===== config.mk =====
export PLATFORM = sky130hd
export DESIGN_NAME = down_counter_timer
export DESIGN_NICKNAME = d
export VERILOG_FILES = /design/src/rtl/counters_pkg.sv /design/src/rtl/tick_gen.sv /design/src/rtl/down_counter_timer.sv
export SDC_FILE = /design/constraint.sdc
export NUM_CORES = 1
export LEC_CHECK = 0
export ABC_AREA = 1
export ABC_CLOCK_PERIOD_IN_PS = 1800
export CAP_MARGIN = 15
export CORE_ASPECT_RATIO = 0.5
export CORE_MARGIN = 2
export CORE_UTILIZATION = 45
export CTS_BUF_LIST = sky130_fd_sc_hd__clkbuf_4 sky130_fd_sc_hd__clkbuf_8 sky130_fd_sc_hd__clkbuf_16
export CTS_CLUSTER_SIZE = 25
export DETAILED_ROUTE_END_ITERATION = 6
export PLACE_DENSITY = 0.7
export SLEW_MARGIN = 10
export SYNTH_ARGS = -nofsm -noshare
export SYNTH_HDL_FRONTEND = slang
export SYNTH_SLANG_ARGS = --single-unit

===== constraint.sdc =====
create_clock -name clk -period 1.8 [get_ports clk]
set_input_delay 0.27 -clock clk [delete_from_list [all_inputs] [get_ports clk]]
set_output_delay 0.27 -clock clk [all_outputs]
set_load 0.01 [all_outputs]

===== src/rtl/counters_pkg.sv =====
// Shared encodings and default sizing for the down-counter timer family.
package counters_pkg;

  typedef enum logic [1:0] {
    IDLE = 2'd0,
    RUN  = 2'd1,
    DONE = 2'd2
  } state_e;

  localparam int DEFAULT_WIDTH    = 8;
  localparam int DEFAULT_PRESCALE = 4;

endpackage


===== src/rtl/tick_gen.sv =====
// Decrement-tick generator. With DOWN_TIMER_PRESCALE_EN defined a tick fires
// once every PRESCALE cycles in RUN; otherwise every RUN cycle is a tick.
module tick_gen
  import counters_pkg::*;
#(
  parameter int PRESCALE = DEFAULT_PRESCALE
) (
  input  logic   clk_i,
  input  logic   rst_i,
  input  state_e state_i,
  input  logic   clear_i,
  output logic   tick_o
);

`ifdef DOWN_TIMER_PRESCALE_EN
  localparam int            PW   = $clog2(PRESCALE);
  localparam logic [PW-1:0] LAST = PW'(PRESCALE - 1);

  logic [PW-1:0] pre_q, pre_d;

  always_comb begin
    pre_d = pre_q;
    if (clear_i)             pre_d = '0;
    else if (state_i == RUN) pre_d = (pre_q == LAST) ? '0 : pre_q + 1'b1;
  end

  always_ff @(posedge clk_i or posedge rst_i) begin
    if (rst_i) pre_q <= '0;
    else       pre_q <= pre_d;
  end

  assign tick_o = (state_i == RUN) && (pre_q == LAST);
`else
  localparam int unused_prescale = PRESCALE;
  logic unused_ok;
  assign unused_ok = ^{clk_i, rst_i, clear_i};
  assign tick_o    = (state_i == RUN);
`endif

endmodule


===== src/rtl/down_counter_timer.sv =====
// Loadable down-counter timer with one-shot / auto-reload modes and a
// registered terminal-count pulse. Optional prescaler: DOWN_TIMER_PRESCALE_EN.
module down_counter_timer
  import counters_pkg::*;
#(
  parameter int WIDTH    = DEFAULT_WIDTH,
  parameter int PRESCALE = DEFAULT_PRESCALE
) (
  input  logic             clk,
  input  logic             clr,
  input  logic             ld,
  input  logic [WIDTH-1:0] d_in,
  input  logic             start,
  input  logic             stop,
  input  logic             reload_en,
  output logic [WIDTH-1:0] count_out,
  output logic             busy,
  output logic             tc,
  output logic             done
);

  state_e           state_q, state_d;
  logic [WIDTH-1:0] count_q, count_d;
  logic [WIDTH-1:0] reload_q, reload_d;
  logic             tc_q, tc_d;
  logic             busy_q, busy_d;
  logic             done_q, done_d;

  logic tick, in_run, do_stop, do_start, do_tick, at_one, at_zero, rel_ok, pre_clr;

  assign in_run   = (state_q == RUN);
  assign at_one   = (count_q == WIDTH'(1));
  assign at_zero  = (count_q == '0);
  assign rel_ok   = reload_en && (reload_q != '0);
  // stop outranks start in every state, even where it has nothing to pause
  assign do_stop  = !ld && stop;
  assign do_start = !ld && !stop && start && !in_run && !at_zero;
  assign do_tick  = !ld && !stop && in_run && tick;
  assign pre_clr  = ld || stop || do_start || (state_d == DONE && state_q != DONE);

  tick_gen #(.PRESCALE(PRESCALE)) u_tick (
    .clk_i   (clk),
    .rst_i   (clr),
    .state_i (state_q),
    .clear_i (pre_clr),
    .tick_o  (tick)
  );

  always_ff @(posedge clk or posedge clr) begin
    if (clr) begin
      state_q  <= IDLE;
      count_q  <= '0;
      reload_q <= '0;
      tc_q     <= 1'b0;
      busy_q   <= 1'b0;
      done_q   <= 1'b0;
    end else begin
      state_q  <= state_d;
      count_q  <= count_d;
      reload_q <= reload_d;
      tc_q     <= tc_d;
      busy_q   <= busy_d;
      done_q   <= done_d;
    end
  end

  always_comb begin
    state_d = state_q;
    if (ld)                    state_d = in_run ? RUN : IDLE;
    else if (do_stop && in_run) state_d = IDLE;
    else if (do_start)         state_d = RUN;
    // a zero count in RUN (loaded while running) retires quietly to DONE
    else if (do_tick && (at_zero || (at_one && !rel_ok))) state_d = DONE;
  end

  always_comb begin
    count_d  = count_q;
    reload_d = reload_q;
    tc_d     = 1'b0;
    if (ld) begin
      count_d  = d_in;
      reload_d = d_in;
    end else if (do_tick) begin
      if (at_one) begin
        tc_d    = 1'b1;
        count_d = rel_ok ? reload_q : '0;
      end else if (!at_zero) begin
        count_d = count_q - 1'b1;
      end
    end
    busy_d = (state_d == RUN);
    done_d = (state_d == DONE);
  end

  assign count_out = count_q;
  assign busy      = busy_q;
  assign tc        = tc_q;
  assign done      = done_q;

endmodule


==> summary.md <==
| Metric | Value |
|---|---|
| Cell count after placement | `238` |
| Syn_nets | `191` |
| Post-synthesis register bit count | `21` |
| Max-slew headroom at the worst pin | `79.3%` |
| Master cell of the clock root buffer | `sky130_fd_sc_hd__clkbuf_8` |
| Die area | `3550 um^2` |
| Drt total wl | `2.90 mm` |
| Final cell utilization of the core | `57.4%` |
| Number of warnings printed during yosys synthesis | `0` |
| Wirelength per Cell | `12.0 um` |
| Quantity of gates resized following cts | `0` |
| Via-per-instance ratio | `4.93` |
| Filler cell count in the final layout | `279` |
| H-Tree Level Count | `1` |
| Clock transition at the register clock pins on the worst setup and hold paths after CTS | `80 ps` |
| Num rows | `14` |
| Total negative setup slack | `0 ps` |
| Violation count after the first detailed-routing iteration | `73` |
| Std-Cell Core Area | `2960 um^2` |
| Worst EP arrival | `1880 ps` |
| Predominant post-synthesis flop cell | `sky130_fd_sc_hd__dfrtp_1` |
| # Max-Cap Violations | `0` |
| Starting Density | `46.5%` |
| Die Span X | `82.2 um` |
| Post-synth ARST share | `100%` |
| Top library cells by usage in the layout, fill and taps aside | `sky130_fd_sc_hd__nand2_1, sky130_fd_sc_hd__clkdlybuf4s50_1, sky130_fd_sc_hd__dfrtp_1` |
| Final Hold Violating Endpoints | `0` |
| Residual DRC count | `0` |
| Number of enable-type register cells in the synthesized netlist | `0` |
| Nets | `220` |
| Result of the run | `completed` |
| Crit path required time | `1980 ps` |
| Antenna violations before repair | `0` |
| Synth Cell Area | `1380 um^2` |
| Number of setup violations in the final report | `0` |
| Count of mapped cells out of synthesis | `174` |
| Proportion of synthesized chip area in sequential cells | `38.1%` |
| Peak Freq | `0.590 GHz` |
| Hold/Removal Path Class | `input pin to async pin` |
| Crit Path Max Fanout | `12` |
| Total setup buffers inserted after CTS | `0` |
| # hold bufs at CTS | `0` |
| Maximum clock path buffer count | `2` |
| Boundary Pins | `25` |
| Layout Cells excl Fill | `242` |
| GP Congestion | `0.814` |
| Total power divided by cell area | `928 nW/um^2` |
| Setup CP Type | `flip-flop to flip-flop` |
| Most common cell after layout, fill and taps aside | `sky130_fd_sc_hd__nand2_1` |
| First-pass iteration count of the detailed router | `4` |
| Port Buffers | `24` |
| Share of the cycle needed by the critical path after routing | `94.2%` |
| Remaining global-route overflow | `0` |
| Smallest setup slack after layout | `104 ps` |
| CTS tree | `built` |
| Total CTS buffers | `3` |
| Setup repair after global routing missed its margin | `no` |
| GRT Util Overall | `19.5%` |
| Total number of clock tree sinks | `21` |
| Vias in the first global route | `1,125` |
| Launch point of the worst path | `count_out[0]` |
| Post-synthesis average cell area | `7.92 um^2` |
| Vias | `1,194` |
| Synth unique cells | `29` |
| Number of diodes | `0` |
| Setup WS pre-CTS | `12.0 ps` |
| Setup Skew | `7.63 ps` |
| Endpoint class of the critical path | `flip-flop` |
| Min cycle time layout | `1700 ps` |
| Clock insertion delay at the later pin of the skew report | `270 ps` |
| Pin count of the biggest net entering global routing | `22` |
| Cell leakage power | `0.855 nW` |
| Antenna violation net count after detailed routing | `0` |
| Tightest Pin Transition | `309 ps` |
| Maximum ir drop on the vdd rail | `446 uV` |
| Wire length of the first global-routing pass | `5.11 mm` |
| Crit Reg-Reg Startpoint | `count_out[0]` |
| Number of max-slew violations in the final report | `0` |
| Layout Area Growth over Synthesis | `23.3%` |
| Dpl hpwl | `2.27 mm` |
| Share of post-route cells with drive strength above 1 | `19.3%` |
| Vertical die dimension | `43.1 um` |
| Overall Power | `1.58 mW` |
| Kind of start point of the critical path | `flip-flop` |
Yosys cell counts, types with 4 or more instances:
cell / count / area (um^2)
sky130_fd_sc_hd__nand2_1: 51 / 191
sky130_fd_sc_hd__dfrtp_1: 21 / 526
sky130_fd_sc_hd__nand3_1: 13 / 65.1
sky130_fd_sc_hd__a21oi_1: 4 / 20.0
sky130_fd_sc_hd__o21ai_1: 7 / 35.0
sky130_fd_sc_hd__inv_2: 6 / 22.5
sky130_fd_sc_hd__inv_1: 17 / 63.8
sky130_fd_sc_hd__nand2_2: 6 / 37.5
sky130_fd_sc_hd__nor2_1: 10 / 37.5
sky130_fd_sc_hd__o21ai_0: 8 / 40.0
sky130_fd_sc_hd__nor2_4: 5 / 56.3
kinds of logic after synthesis:
group / share of synthesized area, %
XOR/XNOR: 0.636
buffers and inverters: 10.5
flip-flops: 38.1
AND/OR/NAND/NOR: 36.0
AO/OA/AOI/OAI: 12.0
adder cells (fa/ha/maj): 2.73
worst paths after layout:
path	to	slack, ps	cells past startpoint
max	count_out[0]	100	8
min	done	330	3
max reg2reg	count_out[0]	100	8
min reg2reg	reload_q[7]	490	2
max in group asynchronous	count_out[3]	1240	3
min in group clk	reload_q[7]	490	2
flip-flops by register name, indices dropped and copies added, names as in the netlist:
| name | count |
|---|---|
| busy | 1 |
| count_out | 8 |
| done | 1 |
| reload_q | 8 |
| state_q | 2 |
| tc | 1 |
per-layer routing:
metal / vias to the layer above / share of wire, % / GRT usage [%]
li1: 614 / - / -
met1: 551 / 48 / 24.7
met2: 25 / 46 / 32.6
met3: 4 / 4.9 / 6.17
met4: 0 / 0.79 / 4.00
met5: - / 0 / 0
through the flow:
stage / area [um^2] / hold slack (ps)
after CTS: 1700 / 351
after global routing: 1700 / 376
after global placement: 1650 / 484
after floorplan: 1380 / 247
after detailed placement: 1650 / 474
final: 1700 / 331
where the power goes:
| part | switching [mW] | total (mW) | leakage [nW] | internal, mW |
|---|---|---|---|---|
| Sequential | 0.0701 | 0.611 | 0.263 | 0.541 |
| Clock | 0.164 | 0.338 | 0.0262 | 0.173 |
| Combinational | 0.353 | 0.628 | 0.565 | 0.275 |
cell type report:
| cell class | count | area [um^2] | area share (%) |
|---|---|---|---|
| clock buffers | 4 | 48.8 | 2.87 |
| inverters | 23 | 86.3 | 5.08 |
| multi-input cells | 125 | 709 | 41.8 |
| flip-flops and latches | 21 | 526 | 31.0 |
| well taps | 40 | 50.0 | 2.95 |
| repair buffers | 29 | 278 | 16.4 |
worst max-delay path: stages, from the launching register on:
cell,delay (ps)
sky130_fd_sc_hd__dfrtp_1,450
sky130_fd_sc_hd__ha_2,230
sky130_fd_sc_hd__inv_1,90
sky130_fd_sc_hd__nor2_4,50
sky130_fd_sc_hd__nand2_4,160
sky130_fd_sc_hd__nand2_2,110
sky130_fd_sc_hd__o22ai_2,250
sky130_fd_sc_hd__nor2_1,90
sky130_fd_sc_hd__a21oi_1,180
Note: power is estimated with default switching activity, not from simulation.
